## src/rtl/sr2cb_m_phy_rx_pre.sv

```systemverilog
// rtl/sr2cb_m_phy_rx_pre.sv - RX preamble/SFD checker and stripper with registered payload stream
// Optional statistics counters: define SR2CB_PHY_RX_PRE_STATS_EN
module sr2cb_m_phy_rx_pre #(
    parameter int MIN_PREAMBLE = 5,
    parameter int MAX_PREAMBLE = 7
) (
    input  logic        clk,
    input  logic        rst_n,
    input  logic [7:0]  rx_d,
    input  logic        rx_dv,
    output logic [7:0]  tx_d,
    output logic        tx_dv,
    output logic        tx_sof,
    output logic        tx_eof,
`ifdef SR2CB_PHY_RX_PRE_STATS_EN
    output logic [15:0] frame_cnt,
    output logic [15:0] err_cnt,
`endif
    output logic        pre_err
);

    localparam logic [7:0] PRE_BYTE = 8'h55;
    localparam logic [7:0] SFD_BYTE = 8'hD5;
    localparam logic [3:0] MIN_P    = 4'(MIN_PREAMBLE);
    localparam logic [3:0] MAX_P    = 4'(MAX_PREAMBLE);

    typedef enum logic [1:0] {IDLE, PRE, DATA, DROP} state_t;

    state_t      state_q, state_d;
    logic [3:0]  pre_cnt_q, pre_cnt_d;
    logic [7:0]  hold_q, hold_d;
    logic        hold_vld_q, hold_vld_d;
    logic        first_q, first_d;
    logic [7:0]  tx_d_d;
    logic        tx_dv_d, tx_sof_d, tx_eof_d, pre_err_d;

    always_ff @(posedge clk) begin
        if (!rst_n) begin
            state_q    <= DROP;
            pre_cnt_q  <= '0;
            hold_q     <= '0;
            hold_vld_q <= 1'b0;
            first_q    <= 1'b0;
            tx_d       <= '0;
            tx_dv      <= 1'b0;
            tx_sof     <= 1'b0;
            tx_eof     <= 1'b0;
            pre_err    <= 1'b0;
        end else begin
            state_q    <= state_d;
            pre_cnt_q  <= pre_cnt_d;
            hold_q     <= hold_d;
            hold_vld_q <= hold_vld_d;
            first_q    <= first_d;
            tx_d       <= tx_d_d;
            tx_dv      <= tx_dv_d;
            tx_sof     <= tx_sof_d;
            tx_eof     <= tx_eof_d;
            pre_err    <= pre_err_d;
        end
    end

    always_comb begin
        state_d    = state_q;
        pre_cnt_d  = pre_cnt_q;
        hold_d     = hold_q;
        hold_vld_d = hold_vld_q;
        first_d    = first_q;
        tx_d_d     = tx_d;
        tx_dv_d    = 1'b0;
        tx_sof_d   = 1'b0;
        tx_eof_d   = 1'b0;
        pre_err_d  = 1'b0;
        case (state_q)
            IDLE: begin
                hold_vld_d = 1'b0;
                if (rx_dv) begin
                    if (rx_d == PRE_BYTE) begin
                        state_d   = PRE;
                        pre_cnt_d = 4'd1;
                    end else begin
                        state_d   = DROP;
                        pre_err_d = 1'b1;
                    end
                end
            end
            PRE: begin
                if (!rx_dv) begin
                    state_d   = IDLE;
                    pre_err_d = 1'b1;
                end else if (rx_d == PRE_BYTE && pre_cnt_q < MAX_P) begin
                    pre_cnt_d = pre_cnt_q + 4'd1;
                end else if (rx_d == SFD_BYTE && pre_cnt_q >= MIN_P) begin
                    state_d    = DATA;
                    first_d    = 1'b1;
                    hold_vld_d = 1'b0;
                end else begin
                    state_d   = DROP;
                    pre_err_d = 1'b1;
                end
            end
            DATA: begin
                // One-byte hold lets the last byte carry eof once rx_dv drops.
                if (rx_dv) begin
                    hold_d     = rx_d;
                    hold_vld_d = 1'b1;
                    if (hold_vld_q) begin
                        tx_d_d   = hold_q;
                        tx_dv_d  = 1'b1;
                        tx_sof_d = first_q;
                        first_d  = 1'b0;
                    end
                end else if (hold_vld_q) begin
                    tx_d_d     = hold_q;
                    tx_dv_d    = 1'b1;
                    tx_sof_d   = first_q;
                    tx_eof_d   = 1'b1;
                    first_d    = 1'b0;
                    hold_vld_d = 1'b0;
                    state_d    = IDLE;
                end else begin
                    pre_err_d = 1'b1;
                    first_d   = 1'b0;
                    state_d   = IDLE;
                end
            end
            DROP: begin
                if (!rx_dv) state_d = IDLE;
            end
            default: state_d = DROP;
        endcase
    end

`ifdef SR2CB_PHY_RX_PRE_STATS_EN
    always_ff @(posedge clk) begin
        if (!rst_n) begin
            frame_cnt <= '0;
            err_cnt   <= '0;
        end else begin
            if (tx_dv && tx_eof) frame_cnt <= frame_cnt + 16'd1;
            if (pre_err)         err_cnt   <= err_cnt + 16'd1;
        end
    end
`endif

endmodule

```

## config.mk

```make
export PLATFORM = sky130hd
export DESIGN_NAME = sr2cb_m_phy_rx_pre
export DESIGN_NICKNAME = d
export VERILOG_FILES = /design/src/rtl/sr2cb_m_phy_rx_pre.sv
export SDC_FILE = /design/constraint.sdc
export NUM_CORES = 1
export LEC_CHECK = 0
export BUFFER_PORTS_ARGS = -buffer_cell sky130_fd_sc_hd__buf_2
export CAP_MARGIN = 30
export CORE_MARGIN = 2
export CORE_UTILIZATION = 44
export CTS_CLUSTER_SIZE = 16
export DETAILED_ROUTE_END_ITERATION = 12
export PLACE_DENSITY = 0.68
export SLEW_MARGIN = 20
export SYNTH_ARGS = -nofsm -noshare
export SYNTH_HDL_FRONTEND = slang
export SYNTH_SLANG_ARGS = --single-unit
```

## constraint.sdc

```tcl
create_clock -name clk -period 1.3 [get_ports clk]
set_input_delay 0.065 -clock clk [delete_from_list [all_inputs] [get_ports clk]]
set_output_delay 0.065 -clock clk [all_outputs]
set_load 0.01 [all_outputs]
```

==> impl_metrics.toml <==
[outcome]
status = "finished, violations left"
violations = "negative setup slack"

[pwr]
leakagePower_nw = 0.720
powerDensity_nw_per_um2 = 998
irDropWorstVdd_mv = 0.764

[clock_tree]
cts-root-buf = "clkbuf_4"
htree_levels = 1
insertion_delay_ns = 0.32
cts_tree = "built"
clk_pin_slew_ns = 0.15
cts_sinks = 28
clk_path_buf_depth = 2
cts-buffers-inserted = 3

[synthesis]
synthDistinctLibCells = 38
ys_ff_latch = 28
synth_top_family_by_area = "simple AND/OR/NAND/NOR gates"
synth_top_area_share_pct = 46.0
yosysWarnings = 0
netlist_top_cells_area = "dfxtp_1, mux2i_1, a21oi_1"
ys.flop_type = "dfxtp_1"
seq_area_frac_synth_pct = 46.0
synth.area.mux_share_pct = 7.40
synth_edf_count = 0
synth_area_sq_um = 1220
syn_inst = 133
synth_xor_area_share_pct = 0
yosys.area_share.simple_pct = 24.0
yosysTopAreaCell = "dfxtp_1"
synthArstFlopShare_pct = 0
synth_adder_area_share_pct = 3.08
synth-compound-area-share_pct = 15.9
syn_nets = 147
avgSynthCellArea_sq_um = 9.15

[die]
die_y_um = 56.6
core.rowCount = 19
die_area_sq_um = 3200
initial_core_util_pct = 45.3
io_pins = 23
fp.coreArea_sq_um = 2690
die_w_um = 56.6

[cells_and_area]
nets = 184
mostFrequentLayoutCell = "dfxtp_1"
drive_gt1_share_pct = 34.3
area_growth_syn_to_layout_pct = 33.4
final_util_pct = 60.5
num_antenna_cells = 0
final_cell_mix = "dfxtp_1, buf_2, nand2_1, a21oi_1, nor2_1"

[routing]
drtPass1Iterations = 5
antenna_left = 0
via_per_inst = 5.55
drc = 0
via_count = 1109
routed_wl_um = 2910
wl_per_cell_um = 14.5
drt_iter0_markers = 39

[worst_setup_path]
crit_required_ns = 1.54
path_class = "register to register"
crit_arrival_ns = 1.62
crit_fanout = 5
cp-end-kind = "register"
startpoint_type = "register"

[timing]
hold_viol_final = 0
tightest_slew_ns = 0.315
relSlewSlack_pct = 79.0
fin_ws_ns = -0.0886
maxSlewViolCount = 0
finalCritPeriodShare_pct = 107
rsz0062_at_grt = "true"
post-route-min-period_ns = 1.39
max_freq_mhz = 720
holdWs_ns = 0.0243
setup_viol = 5
final.setup_skew_ns = 0.00404

[flow_run]
timing.max_cap.violations = 0

[global_route]
grt_pass1_vias = 1018
grt_use_total_pct = 19.0
grt_max_degree = 17
antenna_found_initial = 0
grt_pass1_wl_um = 4770
grt_overflow = 0

[hold_path]
min_path_type = "input port to register"

[placement]
dp_hpwl_um = 1890
gp_congestion = 0.801
io_buffers = 22
cells in the mapped netlist (all sizes together) (2+ instances only):
| library cell | n |
|---|---|
| nand2 | 14 |
| nand3 | 9 |
| clkbuf | 3 |
| dfxtp | 28 |
| o211ai | 3 |
| nor2 | 13 |
| nor2b | 2 |
| nand2b | 3 |
| and4bb | 2 |
| a21oi | 14 |
| ha | 3 |
| o21ai | 7 |
| mux2i | 9 |
| inv | 5 |
| buf | 2 |
cell type report:
type	count	area (sq um)
fillers	226	1060
multi-input cells	95	696
flip-flops and latches	28	568
repair buffers	37	250
well taps	31	38.8
clock inverters	1	30.0
clock buffers	3	22.5
inverters	5	18.8
cell families (layout without fill, tap and decap cells):
group | after synthesis | in the layout
and+or+nand+nor | 51 | 51
DFF | 28 | 28
buffers and inverters | 10 | 46
AOI/OAI and AO/OA | 32 | 32
adders and majority gates | 3 | 3
muxes | 9 | 9
per-stage QoR:
stage / TNS, ns / setup slack, ns / instances / cell area, sq um / power, mW
2_1_floorplan: 0 / 0.00877 / 133 / 1220 / 0.993
3_3_place_gp: -0.121 / -0.0335 / 188 / 1400 / 1.04
3_5_place_dp: -0.364 / -0.0976 / 188 / 1400 / 1.05
4_1_cts: 0 / 0.0104 / 199 / 1560 / 1.62
5_1_grt: -0.601 / -0.126 / 200 / 1620 / 1.69
6_report: -0.153 / -0.0886 / 200 / 1620 / 1.62
power breakdown:
group | switching (mW) | leakage, nW | total, mW | internal [mW]
sequential | 0.0173 | 0.228 | 0.893 | 0.875
combinational | 0.0908 | 0.464 | 0.163 | 0.0725
clock | 0.253 | 0.0279 | 0.564 | 0.312
total | 0.361 | 0.720 | 1.62 | 1.26
worst max-delay path, stage by stage, from the launching register on:
cell and delay (ns):
dfxtp_4 0.39, inv_1 0.12, ha_4 0.15, nand2b_4 0.06
a21oi_4 0.22, buf_12 0.14, nor4_4 0.03, o211a_1 0.20
metal layers:
metal | global-route usage (%) | part of all wire [%] | up-vias
met5 | 0 | 0 | -
met2 | 30.9 | 50 | 37
met3 | 3.46 | 5.4 | 8
li1 | - | - | 544
met1 | 24.4 | 42 | 520
met4 | 8.16 | 2.8 | 0
state kept, by name, indices dropped and copies added (netlist names), 2 cells and up:
name,count
state_q,2
pre_cnt_q,4
hold_q,8
tx_d,8
what timing repair did:
| action | in CTS | in global routing |
|---|---|---|
| buffers inserted | 1 | 1 |
| gates resized for setup | 9 | 10 |
| hold endpoints to repair | 7 | 0 |
| endpoints found under the setup margin | 8 | 19 |
| pin swaps | 5 | 8 |
| hold buffers | 6 | 0 |
final timing paths:
kind / start / endpoint / slack, ns / cells past startpoint
min: rx_d[4] / hold_q[4] / 0.02 / 3
min reg2reg: tx_d[0] / tx_d[0] / 0.46 / 2
max: pre_cnt_q[0] / first_q / -0.09 / 7
max reg2reg: pre_cnt_q[0] / first_q / -0.09 / 7
Power figures use the tool's default switching activity.
